===== src/rtl/if_id_decode_pkg.sv =====
// ---------------------------------------------------------------------------
// if_id_decode_pkg
// Shared types for the IF/ID -> ID/EX decode slice: opcode encoding, the
// "no instruction" marker word, pipeline register layouts, the halt-drain
// state type and the immediate sign-extension helper.
// ---------------------------------------------------------------------------
package if_id_decode_pkg;

  localparam int add_width   = 32;
  localparam int instr_width = 32;

  localparam logic [31:0] NOP_WORD = 32'hDEADBEEF;

  typedef enum logic [5:0] {
    OP_ADD  = 6'b000000,
    OP_ADDI = 6'b000001,
    OP_SUB  = 6'b000010,
    OP_SUBI = 6'b000011,
    OP_MUL  = 6'b000100,
    OP_MULI = 6'b000101,
    OP_OR   = 6'b000110,
    OP_ORI  = 6'b000111,
    OP_AND  = 6'b001000,
    OP_ANDI = 6'b001001,
    OP_XOR  = 6'b001010,
    OP_XORI = 6'b001011,
    OP_LDW  = 6'b001100,
    OP_STW  = 6'b001101,
    OP_BZ   = 6'b001110,
    OP_BEQ  = 6'b001111,
    OP_JR   = 6'b010000,
    OP_HALT = 6'b010001
  } opcode_t;

  typedef enum logic [1:0] {
    RUN    = 2'd0,
    DRAIN  = 2'd1,
    HALTED = 2'd2
  } halt_state_t;

  // IF/ID payload; its valid bit travels beside it as a separate flop.
  typedef struct packed {
    logic [instr_width-1:0] instr;
    logic [add_width-1:0]   pc4;
  } IfId_t;

  // ID/EX payload; its valid bit travels beside it as a separate flop.
  typedef struct packed {
    logic [5:0]           opcode;
    logic [4:0]           rs;
    logic [4:0]           rt;
    logic [4:0]           dest;
    logic [31:0]          imm;
    logic [add_width-1:0] pc4;
    logic                 reg_write;
    logic                 mem_read;
    logic                 mem_write;
    logic                 is_branch;
  } IdEx_t;

  function automatic logic signed [31:0] sign_ext16(input logic [15:0] v);
    return {{16{v[15]}}, v};
  endfunction

endpackage


===== src/rtl/if_id_decode_if.sv =====
// ---------------------------------------------------------------------------
// if_id_decode_if
// Fetch <-> decode link. Fetch (master) presents the fetched word and its
// PC+4; decode (slave) answers with the stall and halt-freeze requests.
//   instruction     : fetched word, 32'hDEADBEEF when nothing was fetched
//   pc_added4       : PC+4 of that word
//   hazard_detected : load-use stall, fetch holds its PC
//   halt_detected   : HALT seen or pipeline draining, fetch freezes its PC
// ---------------------------------------------------------------------------
interface if_id_decode_if #(
  parameter int ADD_WIDTH   = 32,
  parameter int INSTR_WIDTH = 32
);

  logic [INSTR_WIDTH-1:0] instruction;
  logic [ADD_WIDTH-1:0]   pc_added4;
  logic                   hazard_detected;
  logic                   halt_detected;

  modport master (
    output instruction,
    output pc_added4,
    input  hazard_detected,
    input  halt_detected
  );

  modport slave (
    input  instruction,
    input  pc_added4,
    output hazard_detected,
    output halt_detected
  );

endinterface


===== src/rtl/if_id_decode_instr_decoder.sv =====
// ---------------------------------------------------------------------------
// if_id_decode_instr_decoder
// Purely combinational decode of one instruction word.
//   word      : instruction word
//   dest      : destination register (0 when the op writes nothing)
//   uses_rs   : op reads the rs field
//   uses_rt   : op reads the rt field
//   reg_write, mem_read, mem_write, is_branch : control bits
//   imm       : word[15:0] sign-extended
//   legal     : opcode is one of the defined opcodes
// ---------------------------------------------------------------------------
module if_id_decode_instr_decoder
  import if_id_decode_pkg::*;
(
  input  logic [instr_width-1:0] word,
  output logic [4:0]             dest,
  output logic                   uses_rs,
  output logic                   uses_rt,
  output logic                   reg_write,
  output logic                   mem_read,
  output logic                   mem_write,
  output logic                   is_branch,
  output logic signed [31:0]     imm,
  output logic                   legal
);

  logic [5:0] op;
  logic [4:0] rt;
  logic [4:0] rd;

  assign op  = word[31:26];
  assign rt  = word[20:16];
  assign rd  = word[15:11];
  assign imm = sign_ext16(word[15:0]);

  always_comb begin
    dest      = 5'd0;
    uses_rs   = 1'b0;
    uses_rt   = 1'b0;
    reg_write = 1'b0;
    mem_read  = 1'b0;
    mem_write = 1'b0;
    is_branch = 1'b0;
    legal     = 1'b1;
    case (op)
      OP_ADD, OP_SUB, OP_MUL, OP_OR, OP_AND, OP_XOR: begin
        dest      = rd;
        uses_rs   = 1'b1;
        uses_rt   = 1'b1;
        reg_write = 1'b1;
      end
      OP_ADDI, OP_SUBI, OP_MULI, OP_ORI, OP_ANDI, OP_XORI: begin
        dest      = rt;
        uses_rs   = 1'b1;
        reg_write = 1'b1;
      end
      OP_LDW: begin
        dest      = rt;
        uses_rs   = 1'b1;
        reg_write = 1'b1;
        mem_read  = 1'b1;
      end
      OP_STW: begin
        uses_rs   = 1'b1;
        uses_rt   = 1'b1;
        mem_write = 1'b1;
      end
      OP_BZ, OP_JR: begin
        uses_rs   = 1'b1;
        is_branch = 1'b1;
      end
      OP_BEQ: begin
        uses_rs   = 1'b1;
        uses_rt   = 1'b1;
        is_branch = 1'b1;
      end
      OP_HALT: begin
      end
      // Unknown opcodes read nothing so they can never raise a stall.
      default: legal = 1'b0;
    endcase
  end

endmodule


===== src/rtl/if_id_decode.sv =====
// ---------------------------------------------------------------------------
// if_id_decode
// Consumer end of instruction fetch: IF/ID register, decode into the ID/EX
// register, load-use stall detection, branch flush and a halt-drain FSM.
//   clock, rst     : rising-edge clock, synchronous active-low reset
//   fetch          : fetch link (instruction, pc_added4 in;
//                    hazard_detected, halt_detected out)
//   is_taken       : branch/jump resolved taken in EX, squashes IF/ID
//   id_rs, id_rt   : register-file read addresses from IF/ID
//   idex_*         : ID/EX register contents
//   illegal_op     : one-cycle pulse when an unknown opcode is decoded
//   pipeline_done  : sticky once the post-HALT drain has completed
// ---------------------------------------------------------------------------
module if_id_decode
  import if_id_decode_pkg::*;
#(
  parameter int ADD_WIDTH    = 32,
  parameter int INSTR_WIDTH  = 32,
  parameter int DRAIN_CYCLES = 3
) (
  input  logic                 clock,
  input  logic                 rst,
  if_id_decode_if.slave        fetch,
  input  logic                 is_taken,
  output logic [4:0]           id_rs,
  output logic [4:0]           id_rt,
  output logic                 idex_valid,
  output logic [5:0]           idex_opcode,
  output logic [4:0]           idex_rs,
  output logic [4:0]           idex_rt,
  output logic [4:0]           idex_dest,
  output logic [31:0]          idex_imm,
  output logic [ADD_WIDTH-1:0] idex_pc4,
  output logic                 idex_reg_write,
  output logic                 idex_mem_read,
  output logic                 idex_mem_write,
  output logic                 idex_is_branch,
  output logic                 illegal_op,
  output logic                 pipeline_done
);

  localparam int CNT_W = (DRAIN_CYCLES > 1) ? $clog2(DRAIN_CYCLES) : 1;
  localparam logic [INSTR_WIDTH-1:0] NOP = INSTR_WIDTH'(NOP_WORD);

  IfId_t       ifid_p0;
  logic        vld_p0;
  IdEx_t       idex_p1;
  IdEx_t       idex_nxt;
  logic        vld_p1;

  halt_state_t state;
  halt_state_t state_nxt;
  logic [CNT_W-1:0] cnt;
  logic [CNT_W-1:0] cnt_nxt;

  logic [4:0]        dec_dest;
  logic              dec_uses_rs;
  logic              dec_uses_rt;
  logic              dec_reg_write;
  logic              dec_mem_read;
  logic              dec_mem_write;
  logic              dec_is_branch;
  logic signed [31:0] dec_imm;
  logic              dec_legal;

  logic [5:0] op_p0;
  logic [4:0] rs_p0;
  logic [4:0] rt_p0;
  logic       running;
  logic       halt_in_id;
  logic       halt_take;
  logic       hazard;
  logic       load_idex;

  if_id_decode_instr_decoder u_instr_decoder (
    .word      (ifid_p0.instr),
    .dest      (dec_dest),
    .uses_rs   (dec_uses_rs),
    .uses_rt   (dec_uses_rt),
    .reg_write (dec_reg_write),
    .mem_read  (dec_mem_read),
    .mem_write (dec_mem_write),
    .is_branch (dec_is_branch),
    .imm       (dec_imm),
    .legal     (dec_legal)
  );

  assign op_p0      = ifid_p0.instr[31:26];
  assign rs_p0      = ifid_p0.instr[25:21];
  assign rt_p0      = ifid_p0.instr[20:16];
  assign running    = (state == RUN);
  assign halt_in_id = vld_p0 && (op_p0 == OP_HALT);
  assign halt_take  = halt_in_id && !is_taken;

  // A load in EX whose destination is read by the instruction in ID. A taken
  // branch kills the ID instruction anyway, so it never needs to stall.
  assign hazard = running && !is_taken && vld_p1 && idex_p1.mem_read &&
                  (idex_p1.dest != 5'd0) && vld_p0 &&
                  ((dec_uses_rs && (idex_p1.dest == rs_p0)) ||
                   (dec_uses_rt && (idex_p1.dest == rt_p0)));

  assign load_idex = running && vld_p0 && dec_legal && !halt_in_id &&
                     !hazard && !is_taken;

  assign fetch.hazard_detected = hazard;
  assign fetch.halt_detected   = halt_take || !running;

  // ---- IF -> IF/ID (stage p0) ----
  always_ff @(posedge clock) begin
    if (!rst) begin
      vld_p0  <= 1'b0;
      ifid_p0 <= '0;
    end else if (running) begin
      if (is_taken) begin
        vld_p0 <= 1'b0;
      end else if (!hazard) begin
        vld_p0        <= (fetch.instruction != NOP);
        ifid_p0.instr <= fetch.instruction;
        ifid_p0.pc4   <= fetch.pc_added4;
      end
    end
  end

  always_comb begin
    idex_nxt = '0;
    if (load_idex) begin
      idex_nxt.opcode    = op_p0;
      idex_nxt.rs        = rs_p0;
      idex_nxt.rt        = rt_p0;
      idex_nxt.dest      = dec_dest;
      idex_nxt.imm       = dec_imm;
      idex_nxt.pc4       = ifid_p0.pc4;
      idex_nxt.reg_write = dec_reg_write;
      idex_nxt.mem_read  = dec_mem_read;
      idex_nxt.mem_write = dec_mem_write;
      idex_nxt.is_branch = dec_is_branch;
    end
  end

  // ---- ID -> ID/EX (stage p1) ----
  always_ff @(posedge clock) begin
    if (!rst) begin
      vld_p1     <= 1'b0;
      idex_p1    <= '0;
      illegal_op <= 1'b0;
    end else begin
      vld_p1     <= load_idex;
      idex_p1    <= idex_nxt;
      illegal_op <= running && !is_taken && vld_p0 && !dec_legal;
    end
  end

  always_ff @(posedge clock) begin
    if (!rst) begin
      state <= RUN;
      cnt   <= '0;
    end else begin
      state <= state_nxt;
      cnt   <= cnt_nxt;
    end
  end

  // The counter covers the EX, MEM and WB slots still occupied when HALT
  // leaves ID; HALTED is reached DRAIN_CYCLES edges after entering DRAIN.
  always_comb begin
    state_nxt = state;
    cnt_nxt   = cnt;
    case (state)
      RUN: begin
        if (halt_take) begin
          state_nxt = DRAIN;
          cnt_nxt   = CNT_W'(DRAIN_CYCLES - 1);
        end
      end
      DRAIN: begin
        if (cnt == '0) begin
          state_nxt = HALTED;
        end else begin
          cnt_nxt = cnt - 1'b1;
        end
      end
      HALTED: begin
      end
      default: state_nxt = RUN;
    endcase
  end

  assign pipeline_done = (state == HALTED);

  assign id_rs          = rs_p0;
  assign id_rt          = rt_p0;
  assign idex_valid     = vld_p1;
  assign idex_opcode    = idex_p1.opcode;
  assign idex_rs        = idex_p1.rs;
  assign idex_rt        = idex_p1.rt;
  assign idex_dest      = idex_p1.dest;
  assign idex_imm       = idex_p1.imm;
  assign idex_pc4       = idex_p1.pc4;
  assign idex_reg_write = idex_p1.reg_write;
  assign idex_mem_read  = idex_p1.mem_read;
  assign idex_mem_write = idex_p1.mem_write;
  assign idex_is_branch = idex_p1.is_branch;

endmodule


===== src/flat_wrapper.sv =====
// flat-port wrapper written by rule: the top's interface ports become plain ports
module if_id_decode_flat import if_id_decode_pkg::*;
#(
  parameter int ADD_WIDTH    = 32,
  parameter int INSTR_WIDTH  = 32,
  parameter int DRAIN_CYCLES = 3
)
  (clock, rst, is_taken, id_rs, id_rt, idex_valid, idex_opcode, idex_rs, idex_rt, idex_dest, idex_imm, idex_pc4, idex_reg_write, idex_mem_read, idex_mem_write, idex_is_branch, illegal_op, pipeline_done, fetch_instruction, fetch_pc_added4, fetch_hazard_detected, fetch_halt_detected);
  if_id_decode_if #(.ADD_WIDTH(ADD_WIDTH), .INSTR_WIDTH(INSTR_WIDTH)) fetch_i ();
  input  logic clock;
  input  logic rst;
  input  logic is_taken;
  output logic [4:0] id_rs;
  output logic [4:0] id_rt;
  output logic idex_valid;
  output logic [5:0] idex_opcode;
  output logic [4:0] idex_rs;
  output logic [4:0] idex_rt;
  output logic [4:0] idex_dest;
  output logic [31:0] idex_imm;
  output logic [ADD_WIDTH-1:0] idex_pc4;
  output logic idex_reg_write;
  output logic idex_mem_read;
  output logic idex_mem_write;
  output logic idex_is_branch;
  output logic illegal_op;
  output logic pipeline_done;
  input wire logic [$bits(fetch_i.instruction)-1:0] fetch_instruction;
  input wire logic [$bits(fetch_i.pc_added4)-1:0] fetch_pc_added4;
  output wire logic [$bits(fetch_i.hazard_detected)-1:0] fetch_hazard_detected;
  output wire logic [$bits(fetch_i.halt_detected)-1:0] fetch_halt_detected;
  assign fetch_i.instruction = fetch_instruction;
  assign fetch_i.pc_added4 = fetch_pc_added4;
  assign fetch_hazard_detected = fetch_i.hazard_detected;
  assign fetch_halt_detected = fetch_i.halt_detected;
  if_id_decode #(.ADD_WIDTH(ADD_WIDTH), .INSTR_WIDTH(INSTR_WIDTH), .DRAIN_CYCLES(DRAIN_CYCLES)) u_core (.clock(clock), .rst(rst), .fetch(fetch_i), .is_taken(is_taken), .id_rs(id_rs), .id_rt(id_rt), .idex_valid(idex_valid), .idex_opcode(idex_opcode), .idex_rs(idex_rs), .idex_rt(idex_rt), .idex_dest(idex_dest), .idex_imm(idex_imm), .idex_pc4(idex_pc4), .idex_reg_write(idex_reg_write), .idex_mem_read(idex_mem_read), .idex_mem_write(idex_mem_write), .idex_is_branch(idex_is_branch), .illegal_op(illegal_op), .pipeline_done(pipeline_done));
endmodule

===== config.mk =====
export PLATFORM = sky130hd
export DESIGN_NAME = if_id_decode_flat
export DESIGN_NICKNAME = d
export VERILOG_FILES = /design/src/rtl/if_id_decode_pkg.sv /design/src/rtl/if_id_decode_if.sv /design/src/rtl/if_id_decode_instr_decoder.sv /design/src/rtl/if_id_decode.sv /design/src/flat_wrapper.sv
export SDC_FILE = /design/constraint.sdc
export NUM_CORES = 1
export LEC_CHECK = 0
export ABC_CLOCK_PERIOD_IN_PS = 2770
export CAP_MARGIN = 20
export CORE_ASPECT_RATIO = 1.2
export CORE_MARGIN = 4
export CORE_UTILIZATION = 35
export DETAILED_ROUTE_END_ITERATION = 8
export GPL_TIMING_DRIVEN = 1
export MAX_ROUTING_LAYER = met4
export PLACE_DENSITY = 0.71
export SLEW_MARGIN = 10
export SYNTH_ARGS = -nofsm -noshare
export SYNTH_HDL_FRONTEND = slang
export SYNTH_SLANG_ARGS = --single-unit

===== constraint.sdc =====
create_clock -name clock -period 2.77 [get_ports clock]
set_input_delay 0.554 -clock clock [delete_from_list [all_inputs] [get_ports clock]]
set_output_delay 0.554 -clock clock [all_outputs]
set_load 0.05 [all_outputs]

---- Word-level counts from Yosys, hierarchy flattened ----
Index checks and enable logic that the tools add are counted.
storage, ports and cells
  register bits after elaboration ......... 144
  input port bits ......................... 67
  output and inout bits ................... 104
  word-level logic and storage cells ...... 104
operators by class
  add/sub/neg operators ................... 1
  eq/ne operators ......................... 26
  multiplexer cells ....................... 16
  bitwise gates (word level) .............. 3
  reduce and logical (&&, ||, !) cells .... 41
operator list
  operator                count
  $eq A6 B4 Y1 const B    8
  $ne A32 B32 Y1 const B  1
  $eq A6 B3 Y1 const B    4
  $reduce_or A18 Y1       1
  $logic_and A1 B1 Y1     17
  $reduce_or A17 Y1       1
  $reduce_or A13 Y1       1
  $eq A6 B2 Y1 const B    2
  $eq A6 B5 Y1 const B    2
  $eq A5 B5 Y1            2
  $pmux W5 S2             1
  $mux W1                 9
  $reduce_and A3 Y1       3
  $mux W2                 4
  $reduce_or A8 Y1        1
  $reduce_or A7 Y1        1
  $eq A6 B1 Y1 const B    1
  $logic_not A6 Y1        1
  $ne A2 B2 Y1 const B    3
  $pmux W2 S3             1
  $reduce_or A6 Y1        1
  $logic_not A1 Y1        5
  $reduce_bool A5 Y1      1
  $logic_not A2 Y1        2
  10 further kinds        14

---- Logic depth before layout (Yosys ltp) ----
Gate-level depths: netlist of the first run.
  depth after elaboration ................. 11
  gate-level depth with buffers ........... 9
  mapped depth without buffers ............ 6

---- Cells and area by module ----
Synthesis of the first run repeated with hierarchy kept, for this count alone.
second synthesis, totals
  cell total of the unflattened synthesis .. 766
  area, all modules ....................... 7,024.2 um2
modules (own cells, without submodules)
  module                      instances  cells each  area each (um2)  seq. area each (um2)
  if_id_decode                1          710         6,590.1          3,203.1
  if_id_decode_instr_decoder  1          56          434.2            0.0

---- Worst setup path before layout of the first run ----
OpenSTA, ideal clock, no wires.
  kind .................................... reg2out
  from .................................... reg u_core.idex_p1, in the netlist u_core.idex_dest[2]
  to ...................................... out fetch_hazard_detected
  arrival ................................. 2.176 ns
  required time ........................... 2.216 ns
  slack ................................... 0.040 ns
  stages on the path, launching flop included .. 7
  path buffers ............................ 2
  cell sequence ........................... dfxtp_1 > xor2_1 > a2111oi_2 > o2111ai_1 > buf_2 > buf_4 > a21oi_2
between the ends
  cells in the longest elaborated chain, start to end .. 4
  elaborated cells between the ends (all ways) .. 9
  classes of those cells .................. 2 x eq/ne; 7 x reduce/logical
ends and longest elaborated chain
  element                                                    RTL line                                                     text
  start: declaration                                         if_id_decode.sv:47                                           IdEx_t idex_p1;
  start signal: assignment                                   if_id_decode.sv:148                                          idex_p1 <= idex_nxt;
  $eq A5 B5 Y1 (tied with other cells)                       if_id_decode.sv:99                                           ((dec_uses_rs && (idex_p1.dest == rs_p0)) ||
  $logic_and A1 B1 Y1 (on tied branches)                     if_id_decode.sv:99, if_id_decode.sv:97, if_id_decode.sv:100
  $logic_or A1 B1 Y1 or $logic_and A1 B1 Y1 (tied branches)  if_id_decode.sv:99, if_id_decode.sv:98
  $logic_and A1 B1 Y1 *                                      if_id_decode.sv:98                                           (idex_p1.dest != 5'd0) && vld_p0 &&
  end: declaration                                           flat_wrapper.sv:30                                           output wire logic [$bits(fetch_i.hazard_detected)-1:0] fetch_hazard_detected;
Every way passes the cells marked *; elsewhere a longest branch is shown, timed or not.

---- Worst setup path after layout of the first run ----
  from .................................... reg u_core.ifid_p0[59] in the netlist's numbering
  to ...................................... out fetch_hazard_detected
between the ends
  cells in the longest elaborated chain, start to end .. 6
  elaborated cells between the ends (all ways) .. 25
  classes of those cells .................. 16 x eq/ne; 2 x mux; 7 x reduce/logical
ends and longest elaborated chain
  element                                                                 RTL line                                 text
  start: declaration                                                      if_id_decode.sv:45                       IfId_t ifid_p0;
  $eq A6 B4 Y1 (tied with other cells)                                    if_id_decode_instr_decoder.sv:45         case (op)
  $reduce_or A17 Y1 (no source line) or $reduce_or A8 Y1 (tied branches)  --
  $mux W1                                                                 if_id_decode_instr_decoder.sv:45
  $logic_and A1 B1 Y1 (on tied branches)                                  if_id_decode.sv:99, if_id_decode.sv:100
  $logic_or A1 B1 Y1 *                                                    if_id_decode.sv:99
  $logic_and A1 B1 Y1 *                                                   if_id_decode.sv:98
Marks and branches as above.

==> out/results.txt, run 1 <==
number of global-route vias before repair: 5960
count of unresolved DRC violations after routing: 0
flip-flop and latch area: 0.00288 sq mm
gp weighted congestion: 0.765
relative area change from synthesis to final layout: 33.4%
Hold Path Cell Cnt: 2
Internal Pwr Total: 4.06 mW
post-synthesis area per instance: 8.70 sq um
number of buffers added on ports: 170
Setup violations, final: 0
unrepaired setup endpoints after global routing: no
register bit count reported by yosys: 144
number of DRC violations after detailed-routing iteration 0: 498
final worst clock skew: 0.0112 ns
DIE WIDTH: 136 um
hold wc startpoint: u_core.cnt[1]
largest fanout on the critical path: 7
most frequently used flop master after synthesis: dfxtp_1
static leakage power: 3.27 nW
switching share of power: 0.272
post-layout min period: 2.64 ns
main combinational cell family by area after synthesis: simple AND/OR/NAND/NOR gates
final cycle utilization of the critical path: 0.954
fillcell total: 1853
clock tree sinks: 144
Synth Area in XOR/XNOR: 0.0127
Crit-path slowest cell: or4_4
diodes inserted: 0
Die Outline Area: 0.0220 sq mm
Max Slew Vio Count: 0
critical setup path kind: reg2out
initial standard-cell utilization of the core: 0.361
fraction of the mapped netlist area in adder cells: 0.00182
fraction of power consumed by combinational cells: 0.163
highest attainable clock frequency: 378 MHz
post-detail-place hpwl: 12300 um
post-synthesis simple-gate area fraction: 0.288
synthesized netlist net count: 859
slew at the pin closest to its max-slew limit: 0.715 ns
number of nets with antenna violations after detailed routing: 0
Synth cell types: 43
total detailed-routing wirelength: 19500 um
fin util: 0.482
Clock Tree Buf Depth: 2
later-pin clock latency in the skew report: 0.42 ns
Post-synth EDFFs: 0
cell type with the largest total area after synthesis: dfxtp_1
root buf cell: clkbuf_16
flop2flop setup slack: 0.39 ns
total global routing track utilization: 0.182
async set-or-reset flop fraction in the synthesized netlist: 0
Critical Path, Cell by Cell: or4_4 -> a21oi_4 -> nand4_1 -> a21oi_4 -> buf_12
top post-synthesis cells by count: dfxtp_1, nand2_1, nand3_1
largest net degree at the start of global routing: 130
Synth warnings: 0
H-Tree Level Count: 4
NetSw: 1.52 mW
startpoint of the most critical register-to-register path: u_core.ifid_p0[59]
routed vias: 6251
detail-routed via count per cell: 5.40
number of buffers created by CTS: 17
number of buffers inserted for hold repair after clock tree synthesis: 0
instance count of the mapped netlist: 791
first-pass iteration count of the detailed router: 6
num ports: 171
CP Data Arrival Time: 2.09 ns
class of the most critical hold timing path: reg2reg
clock edge transition at the registers on the reported setup and hold paths: 0.06 ns
depth of the worst register-to-register path: 7
cell seen most often among critical-path stages: a21oi_4
mux share of post-synthesis cell area: 0.00145
share of cells above drive strength 1: 0.0676
capture instance of the worst register-to-register path: u_core.id_rt[1]
fraction of the yosys area taken by sequential cells: 0.419
delay of the slowest cell on the worst path: 0.54 ns
top cells by area in the synthesized netlist: dfxtp_1, o2111ai_1, a211o_1
Critical Path End Type: output port
core area: 0.0191 sq mm
share of the synthesized area in compound gates (AO/OA/AOI/OAI): 0.184
most common cell in the netlist: dfxtp_1
leftover overflow at the end of global routing: 0
share of power burned in registers: 0.410
result of the run: finished clean
worst min-delay path endpoint: u_core.cnt[1]
post-synthesis instance area: 0.00688 sq mm
number of nets in the final layout: 958
vertical extent of the die: 162 um
first-pass GRT wire length: 31400 um
number of hold violations in the final report: 0
data required time of the critical path: 2.22 ns
Max-cap violations: 0
Sum Neg Setup Slack: 0 ns
Worst slew margin: 0.522
ratio of total power to cell area: 607 mW/mm^2
part of the power in the clock network: 0.426
Max VDD drop: 0.410 mV
number of antenna violations at the first check in global routing: 0
clock tree from TritonCTS: yes
Routed WL per cell: 16.9 um
Multi-input gate area: 0.00344 sq mm
Setup crit start kind: flip-flop
row count: 55
area share of the largest cell type after synthesis: 0.419
-- cells in the final DEF (no fill, tap or decap), types with 5 or more instances in the layout --
cell type,netlist,routed
inv_1,5,5
clkbuf_16,0,17
xor2_1,8,8
nor3b_1,65,65
and3_1,64,64
nor3_1,9,8
nand4_1,5,5
a211o_1,63,63
clkdlybuf4s50_1,0,167
nand2_1,131,131
nor2_1,6,6
buf_12,0,5
o2111ai_1,64,63
nand3_1,66,66
dfxtp_1,144,143
buf_4,29,20
a22oi_1,5,5
-- layer usage --
metal	GRT usage	vias up	wire length [um]	part of all wire
li1	-	3093	-	-
met1	0.220	2979	8480	0.43
met2	0.297	150	9640	0.49
met3	0.0386	29	976	0.050
met4	0.0715	0	416	0.021
met5	-	-	0	0
-- sequential cells by signal, indices dropped and copies added (netlist names), 2 cells and up --
| register | cells |
|---|---|
| u_core.cnt | 2 |
| u_core.id_rs | 5 |
| u_core.id_rt | 5 |
| u_core.idex_dest | 5 |
| u_core.idex_imm | 16 |
| u_core.idex_opcode | 6 |
| u_core.idex_pc4 | 32 |
| u_core.idex_rs | 5 |
| u_core.idex_rt | 5 |
| u_core.ifid_p0 | 54 |
| u_core.state | 2 |
-- logic make-up (layout without fill, tap and decap cells) --
group           after synthesis  after routing
compound gates              148            148
xor+xnor                     10             10
fa+ha+maj                     1              1
buf+inv                     117            228
flops                       144            144
mux                           1              1
other cells                   1              1
simple gates                369            369
-- power groups by stage --
stage / Sequential (mW) / Combinational [mW] / Clock, mW
after detailed placement: 2.33 / 0.894 / 0
after CTS: 2.29 / 0.908 / 2.43
after global routing: 2.31 / 0.986 / 2.52
final: 2.29 / 0.910 / 2.38
after global placement: 2.33 / 0.882 / 0
after floorplan: 2.35 / 0.612 / 0
-- through the flow --
stage	total power, mW	cell area, sq um	instances	worst slack [ns]	hold WS, ns
final	5.58	9180	1158	0.127	0.453
after global routing	5.81	9180	1158	0.0247	0.482
after CTS	5.63	9170	1157	0.00821	0.455
after detailed placement	3.23	8540	1125	0.221	0.447
after global placement	3.22	8540	1125	0.222	0.445
after floorplan	2.96	6880	791	0.0401	0.431
-- final cells by class --
cell class / instances / share of cell area
multi-input combinational: 530 / 0.374
timing repair buffer: 192 / 0.209
sequential: 144 / 0.314
tap: 256 / 0.0349
inverter: 5 / 0.00204
clock buffer: 21 / 0.0480
clock inverter: 10 / 0.0176
-- worst max-delay path: cells and delay by family, from the launching register on --
kind / cells / cell delay [ns]
AO/OA/AOI/OAI: 2 / 0.43
buffers and inverters: 1 / 0.16
flip-flops: 1 / 0.35
AND/OR/NAND/NOR: 2 / 0.72
-- timing repair --
action | 4_1_cts | 5_1_grt
buffers inserted | 1 | 1
pin swaps | 2 | 4
setup endpoints to repair | 1 | 1
gates resized for setup | 2 | 2
-- worst max-delay path by stage --
| stage | start | to | slack, ns | cells after the start |
|---|---|---|---|---|
| finish | u_core.ifid_p0[59] | fetch_hazard_detected | 0.13 | 5 |
| global route | u_core.ifid_p0[59] | fetch_hazard_detected | 0.02 | 5 |
| CTS | u_core.ifid_p0[63] | fetch_hazard_detected | 0.008 | 5 |
| detailed placement | fetch_instruction[31] | u_core.vld_p0 | 0.22 | 6 |
| global placement | fetch_instruction[31] | u_core.vld_p0 | 0.22 | 6 |
| floorplan | u_core.idex_dest[2] | fetch_hazard_detected | 0.04 | 6 |
Note: power is estimated with default switching activity, not from simulation.
==> run 2: changes to the inputs <==
--- a/config.mk
+++ b/config.mk
@@ -7,3 +7,2 @@
 export LEC_CHECK = 0
-export ABC_CLOCK_PERIOD_IN_PS = 2770
 export CAP_MARGIN = 20
@@ -14,2 +13,3 @@
 export GPL_TIMING_DRIVEN = 1
+export HOLD_SLACK_MARGIN = 0.06
 export MAX_ROUTING_LAYER = met4
==> constraint.sdc (replaced) <==
create_clock -name clock -period 2.77 [get_ports clock]
set_input_delay 0.831 -clock clock [delete_from_list [all_inputs] [get_ports clock]]
set_output_delay 0.831 -clock clock [all_outputs]
set_load 0.05 [all_outputs]
==> run 2 against run 1 <==
The run now ends with negative setup slack left; highest routed layer unchanged; power shrank 3.4%; clock skew decreased by 0.0018 ns; die area stayed put; sequential power is essentially flat; clock power shrank 8.8%; critical endpoint unchanged; register-to-register slack worse by 0.02 ns; largest cell class unchanged.
==> out/results.txt, run 2 (synthesis gave the netlist of run 1 again) <==
Clock Tree Buf Depth: 2
CP Data Arrival Time: 2.04 ns
first-pass iteration count of the detailed router: 5
number of hold violations in the final report: 0
ratio of total power to cell area: 575 mW/mm^2
Crit-path slowest cell: or4_4
later-pin clock latency in the skew report: 0.43 ns
share of cells above drive strength 1: 0.0911
slew at the pin closest to its max-slew limit: 0.836 ns
root buf cell: clkbuf_16
DIE WIDTH: 136 um
number of global-route vias before repair: 5833
hold wc startpoint: u_core.cnt[1]
largest net degree at the start of global routing: 129
post-route worst hold slack: 0.460 ns
Routed WL per cell: 16.7 um
Setup crit start kind: flip-flop
first-pass GRT wire length: 31300 um
number of antenna violations at the first check in global routing: 0
gp weighted congestion: 0.801
highest attainable clock frequency: 349 MHz
number of buffers and inverters on the critical path: 1
class of the most critical hold timing path: reg2reg
fillcell total: 1806
timing startpoint of the critical path: u_core.ifid_p0[58]
number of nets in the final layout: 979
critical setup path kind: reg2out
relative area change from synthesis to final layout: 36.0%
row count: 55
clock tree sinks: 144
kind of cell with the highest combined delay on the critical path: simple AND/OR/NAND/NOR gates
Max VDD drop: 0.486 mV
total global routing track utilization: 0.182
placed inst area: 0.00875 sq mm
leftover overflow at the end of global routing: 0
unrepaired setup endpoints after global routing: yes
num ports: 171
Setup violations, final: 2
startpoint of the most critical register-to-register path: u_core.idex_dest[1]
count of unresolved DRC violations after routing: 0
max reg flops: 54
clock tree from TritonCTS: yes
cell seen most often among critical-path stages: a21oi_4
most used cells in the layout excluding fill and tap cells: clkdlybuf4s50_1, dfxtp_1, nand2_1, nand3_1, nor3b_1
diodes inserted: 0
result of the run: finished, violations left
core area: 0.0191 sq mm
Die Outline Area: 0.0220 sq mm
data required time of the critical path: 1.94 ns
H-Tree Level Count: 4
fin worst setup slack: -0.0969 ns
number of buffers created by CTS: 17
number of nets with antenna violations after detailed routing: 0
Max Slew Vio Count: 0
clock edge transition at the registers on the reported setup and hold paths: 0.06 ns
vertical extent of the die: 162 um
delay of the slowest cell on the worst path: 0.54 ns
initial standard-cell utilization of the core: 0.361
Worst slew margin: 0.443
most flop-heavy register: u_core.ifid_p0
total instance count after detailed placement: 1147
violations in the final reports: negative setup slack
final cycle utilization of the critical path: 1.03
post-detail-place hpwl: 12900 um
Final Cell Area: 0.00936 sq mm
final worst clock skew: 0.00942 ns
number of DRC violations after detailed-routing iteration 0: 437
post-layout min period: 2.87 ns
largest fanout on the critical path: 2
number of buffers added on ports: 170
Critical Path, Cell by Cell: or4_4 -> a21oi_4 -> nand4_1 -> a21oi_4 -> buf_12
routed vias: 6369
detail-routed via count per cell: 5.41
non-filler cells, final: 1178
Max-cap violations: 0
static leakage power: 3.67 nW
Critical Path End Type: output port
total detailed-routing wirelength: 19700 um
most common cell after layout, fill and taps aside: clkdlybuf4s50_1
-- run 2: cell count changes in the layout (fill, tap and decap cells not counted), sizes merged --
cell,change
clkbuf,+2
dlygate4sd2,+3
clkinvlp,-2
bufinv,-2
clkinv,+2
inv,-1
dlymetal6s2s,+15
clkdlybuf4s50,-19
buf,+22
-- run 2: tightest hold or removal path, stage by stage, from the launching register on --
cell and delay, ns:
dfxtp_1 0.30, inv_1 0.06, a21oi_1 0.06
-- run 2: worst paths after layout --
path,cells after the start,slack (ns),end
setup / recovery,5,-0.1,fetch_hazard_detected
hold / removal,2,0.46,u_core.cnt[1]
setup reg to reg,6,0.37,u_core.ifid_p0[29]
hold reg to reg,2,0.46,u_core.cnt[1]
-- run 2: stage by stage --
step | util | worst slack, ns | TNS (ns) | total power [mW]
final | 0.491 | -0.0969 | -0.127 | 5.39
after global routing | 0.491 | -0.160 | -0.270 | 5.62
after CTS | 0.489 | -0.123 | -0.156 | 5.44
after detailed placement | 0.459 | -0.228 | -10.65 | 3.25
after global placement | 0.459 | -0.199 | -9.14 | 3.23
after floorplan | - | 0.0141 | 0 | 2.97
-- run 2: power breakdown --
group | total (mW) | leakage (nW) | switching [mW] | internal, mW
Combinational | 0.931 | 2.22 | 0.563 | 0.368
Sequential | 2.29 | 1.18 | 0.0830 | 2.20
Clock | 2.17 | 0.267 | 0.840 | 1.33
-- run 2: layout make-up --
type	count	area (sq um)	area share
clock buffers	23	458	0.0489
clock inverters	7	87.6	0.00935
inverters	5	18.8	0.00200
multi-input cells	530	3440	0.368
flip-flops and latches	144	2890	0.308
well taps	256	320	0.0342
repair buffers	213	2150	0.229
-- run 2: metal layers --
| layer | vias up | track usage | wire length [um] |
|---|---|---|---|
| met5 | - | - | 0 |
| met4 | 0 | 0.0660 | 428 |
| met3 | 28 | 0.0405 | 1120 |
| met2 | 195 | 0.291 | 9670 |
| met1 | 3011 | 0.226 | 8440 |
| li1 | 3135 | - | - |
-- run 2: timing repair --
item	CTS	global route
setup endpoints to repair	17	17
buffers inserted	1	0
resized for setup	7	16
hold buffers	0	0
pin swaps	4	0
==> patch 1, RTL diff (config.mk and constraints of run 1) <==
`DRAIN_CYCLES` is set to 3 in 2 places; all go to 2.
--- a/src/rtl/if_id_decode.sv
+++ b/src/rtl/if_id_decode.sv
@@ -16,7 +16,7 @@
 #(
   parameter int ADD_WIDTH    = 32,
   parameter int INSTR_WIDTH  = 32,
-  parameter int DRAIN_CYCLES = 3
+  parameter int DRAIN_CYCLES = 2
 ) (
   input  logic                 clock,
   input  logic                 rst,
--- a/src/flat_wrapper.sv
+++ b/src/flat_wrapper.sv
@@ -3,7 +3,7 @@
 #(
   parameter int ADD_WIDTH    = 32,
   parameter int INSTR_WIDTH  = 32,
-  parameter int DRAIN_CYCLES = 3
+  parameter int DRAIN_CYCLES = 2
 )
   (clock, rst, is_taken, id_rs, id_rt, idex_valid, idex_opcode, idex_rs, idex_rt, idex_dest, idex_imm, idex_pc4, idex_reg_write, idex_mem_read, idex_mem_write, idex_is_branch, illegal_op, pipeline_done, fetch_instruction, fetch_pc_added4, fetch_hazard_detected, fetch_halt_detected);
   if_id_decode_if #(.ADD_WIDTH(ADD_WIDTH), .INSTR_WIDTH(INSTR_WIDTH)) fetch_i ();
Formal check against the unedited RTL: not equivalent (Yosys sat finds a counterexample within 10 cycles, from zero or initial values and one cycle with rst low).
==> patch 1 against run 1 <==
- power grew 2.5%
- final area shrank 0.14%
- die area shrank 1.4%
- sequential cell count shrank 1
- worst setup slack lost 33 ps
- via count shrank 0.43%
- worst hold slack gained 21 ps
- routed wire length shrank 2.0%
- synthesized area shrank 1.4%
- critical path type unchanged
- largest cell class unchanged
- largest power group unchanged
==> patch 1: results (changes against run 1) <==
| Metric | Value |
|---|---|
| Layout cells sized above 1 | 0.0658 (-0.00185) |
| Pre-CTS WS | -32.6 ps (-254 ps) |
| Slew @ Worst Pin | 779 ps (+63.6 ps) |
| Arrival @ worst endpoint | 2120 ps (+30 ps) |
| Met3 usage | 0.0392 (+0.000531) |
| Iter 0 DRT Violations | 439 (-12%) |
| GR Util met2 | 0.287 (-0.00939) |
| Total GRT Usage | 0.180 (-0.00265) |
| Most instantiated cells after synthesis | dfxtp_1, nand2_1, nand3_1, nor3b_1, and3_1 |
| Status | complete, no violations |
| Dpl hpwl | 12,500 µm (+1.6%) |
| Seq/Total Area, Yosys | 0.422 (+0.00315) |
| Vias in the first global route | 5,886 (-1.2%) |
| Library cells used by synthesis | 41 (-4.7%) |
| Setup Skew | 7.81 ps (-3.37 ps) |
| Synthesized area per cell | 8.64 µm² (-0.68%) |
| Fillers | 1,810 (-2.3%) |
| Gpl congestion | 0.792 (+3.5%) |
| Max FFs per register | 54 (unchanged) |
| Largest net degree at the start of global routing | 129 (-0.77%) |
| Vias per inst | 5.40 (about the same) |
| Worst-case vdd ir drop | 518 µV (+27%) |
| Net Count, Synth | 852 (-0.81%) |
| Final nets | 951 (-0.73%) |
| Leakage power | 3.29 nW (+0.68%) |
| WL/cell | 16.6 µm (-1.5%) |
| Drt first pass iters | 5 (-1) |
## patch 1: metal layers
layer,vias to the layer above,wire [µm]
met1,2966,8310
met2,163,9430
met4,0,439
met5,-,0
li1,3072,-
met3,23,950
## patch 1: final timing paths
kind	from	to	slack, ps	cells after the start
worst min register to register	u_core.ifid_p0[42]	u_core.idex_imm[10]	470	1
worst max-delay path	u_core.ifid_p0[59]	fetch_hazard_detected	90	5
worst max register to register	u_core.state[0]	u_core.id_rt[2]	440	8
worst min-delay path	u_core.ifid_p0[42]	u_core.idex_imm[10]	470	1
## patch 1: layout make-up
type,count,area (µm²),area share
clock buffer,22,464,0.0506
tap,256,320,0.0349
clock inverter,10,184,0.0201
inverter,3,11.3,0.00123
sequential,143,2860,0.312
timing repair buffer,191,1960,0.214
multi-input combinational,528,3360,0.367
## patch 1: per-stage QoR
stage          instance area [µm²]  cells  hold WS, ps
2_1_floorplan                 6780    785          458
3_3_place_gp                  8500   1120          462
3_5_place_dp                  8500   1120          465
4_1_cts                       9160   1152          475
5_1_grt                       9170   1153          485
6_report                      9170   1153          473
## patch 1: report_power, final
group	total [W]	internal, W	switching, W
logic	0.000915	0.000358	0.000557
clock network	0.00252	0.00164	0.000874
registers	0.00228	0.00219	0.0000919
## patch 1: worst max-delay path: stages (launching register included)
cell and delay [ps]:
dfxtp_1 360, or4_4 550, a21oi_4 230, nand4_4 150, a21oi_4 250, buf_12 160
## patch 1: timing repair
| action | CTS | global route |
|---|---|---|
| resized for setup | 1 | 1 |
| pin swaps | 0 | 1 |
| setup endpoints to repair | 1 | 1 |
| setup buffers | 0 | 1 |
| hold buffers | 0 | 0 |
## patch 1: cells by family after synthesis
logic type | Yosys count | synth area share
multiplexers | 1 | 0.00148
flip-flops | 143 | 0.422
XOR/XNOR | 11 | 0.0142
AO/OA/AOI/OAI | 142 | 0.180
AND/OR/NAND/NOR | 373 | 0.294
other | 1 | 0.000553
buffers and inverters | 114 | 0.0876
==> patch 2, RTL diff (flow settings as in run 1) <==
Without the edit above. The 3 states of `halt_state_t` get a one-hot encoding in 3 bits.
--- a/src/rtl/if_id_decode_pkg.sv
+++ b/src/rtl/if_id_decode_pkg.sv
@@ -32,10 +32,10 @@
     OP_HALT = 6'b010001
   } opcode_t;
 
-  typedef enum logic [1:0] {
-    RUN    = 2'd0,
-    DRAIN  = 2'd1,
-    HALTED = 2'd2
+  typedef enum logic [2:0] {
+    RUN    = 3'b001,
+    DRAIN  = 3'b010,
+    HALTED = 3'b100
   } halt_state_t;
 
   // IF/ID payload; its valid bit travels beside it as a separate flop.
Check against the original RTL: same outputs for any inputs over 10 cycles, from zero or initial values and one cycle with rst low; not proved beyond that.
==> patch 2 against run 1 <==
- routed wire length rose by 6.8%
- synthesized area grew 8.1%
- non-clock buffer count is 2 lower
- final area up 6.0%
- core utilization fell by 1.8 points
- critical path depth stayed put
- worst setup slack worse by 22 ps
- sequential cell count increased by 1
- die area increased by 7.7%
Power is not compared: it rests on default switching activity, and its combinational part moved more than twofold at a synthesized area within 25%.
==> patch 2: results (changes against run 1) <==
| Metric | Value |
|---|---|
| GR Util met2 | 0.275 (-0.0218) |
| Net Count, Synth | 869 (+1.2%) |
| Met2 wire length | 10,400 µm (+8.3%) |
| Final nets | 963 (+0.52%) |
| Wirelength, routed | 20,800 µm (+6.8%) |
| Drt first pass iters | 4 (-2) |
| Vias in the first global route | 5,928 (-0.54%) |
| Multi-input gate share of total cell area | 0.402 (+0.0280) |
| Layout non-clock buf frac | 0.201 (-0.00826) |
| Yosys warnings | 0 (unchanged) |
| Met3 usage | 0.0380 (-0.000640) |
| Hold wc startpoint | u_core.ifid_p0[34] |
| Bufs w/o clock | 190 (-1.0%) |
| Post-CTS Repair Setup Buffers | 0 (-1) |
| Fillers | 1,967 (+6.2%) |
| Status | complete, no violations |
| Register area | 2900 µm² (+0.65%) |
| #MultiIn Comb | 539 (+1.7%) |
| CTS sink cnt | 145 (+0.69%) |
| Crit-path max cell delay | 470 ps (-70 ps) |
| Slew headroom | 0.503 (-0.0197) |
| Arrival @ worst endpoint | 2110 ps (+20 ps) |
| Total GRT Usage | 0.176 (-0.00641) |
| Vias post-DR | 6,476 (+3.6%) |
| Layout cells sized above 1 | 0.146 (+0.0788) |
| Iter 0 DRT Violations | 517 (+3.8%) |
| GR Util met1 | 0.232 (+0.0115) |
| Met1 wire length | 8930 µm (+5.3%) |
| Worst r2r src | u_core.idex_dest[1] |
| Setup Skew | 6.67 ps (-4.51 ps) |
| Worst path top cell family by delay | compound AO/OA/AOI/OAI gates |
| Max FFs per register | 54 (unchanged) |
| Area of the die | 23,700 µm² (+7.7%) |
| Top post-synthesis cells by area | dfxtp_1, nor3b_2, nand3_1, a211o_1, a2bb2oi_1 |
| First-pass GRT wire length | 32,900 µm (+4.7%) |
| PostCTS Resize Cnt | 0 (-2) |
| Dpl hpwl | 13,100 µm (+6.4%) |
| Reg2reg setup slack | 450 ps (+60 ps) |
| Synth top area share | 0.390 (-0.0287) |
| Number of non-clock inverters in the layout | 2 (-3) |
| Hold depth | 1 (-1) |
| Slowest cell on crit path | dfxtp_1 |
| Clk cell area share | 0.0631 (-0.00243) |
| Hold endpoint | u_core.idex_imm[2] |
| Most instantiated cells after synthesis | dfxtp_1, nand3_1, nand2_1, and3_1 |
| Library cells used by synthesis | 49 (+14%) |
| Gpl congestion | 0.840 (+9.7%) |
| DP Area | 9100 µm² (+6.6%) |
| Largest net degree at the start of global routing | 135 (+3.8%) |
| Met3 wire len | 1270 µm (+30%) |
-- patch 2: cell types whose count changed after synthesis, moves of 9 or more --
cell and change:
nand3_1 +65, a2bb2oi_1 +63, nand2_1 -63, nor3b_2 +63, o2111ai_1 -63, nor3b_1 -62, buf_2 -18, buf_4 +9
-- patch 2: cells by family after synthesis --
| family | synth area share |
|---|---|
| AND/OR/NAND/NOR | 0.329 |
| flip-flops | 0.390 |
| XOR/XNOR | 0.0118 |
| AO/OA/AOI/OAI | 0.174 |
| adder cells (fa/ha/maj) | 0.00168 |
| other | 0.000504 |
| buffers and inverters | 0.0906 |
| multiplexers | 0.00269 |
-- patch 2: how the worst max path moves through the flow --
stage                              start                    end  cells past startpoint
global route          u_core.ifid_p0[61]  fetch_hazard_detected                      5
floorplan             u_core.ifid_p0[59]    fetch_halt_detected                      2
global placement    fetch_instruction[5]          u_core.vld_p0                      7
finish                u_core.ifid_p0[61]  fetch_hazard_detected                      5
detailed placement  fetch_instruction[5]          u_core.vld_p0                      7
CTS                   u_core.ifid_p0[61]  fetch_hazard_detected                      5
-- patch 2: power breakdown --
part	switching [W]	total [W]	internal, W
registers	0.000309	0.00277	0.00246
clock network	0.000918	0.00239	0.00147
logic	0.00161	0.00275	0.00114
-- patch 2: per-stage QoR --
| step | total power (W) | worst slack [ps] | hold slack [ps] | setup TNS [ps] | std cells |
|---|---|---|---|---|---|
| 2_1_floorplan | 0.00485 | 81.8 | 465 | 0 | 801 |
| 3_3_place_gp | 0.00547 | 176 | 470 | 0 | 1146 |
| 3_5_place_dp | 0.00553 | 163 | 479 | 0 | 1146 |
| 4_1_cts | 0.00795 | 3.44 | 471 | 0 | 1178 |
| 5_1_grt | 0.00832 | -25.6 | 492 | -25.6 | 1178 |
| 6_report | 0.00790 | 106 | 488 | 0 | 1178 |
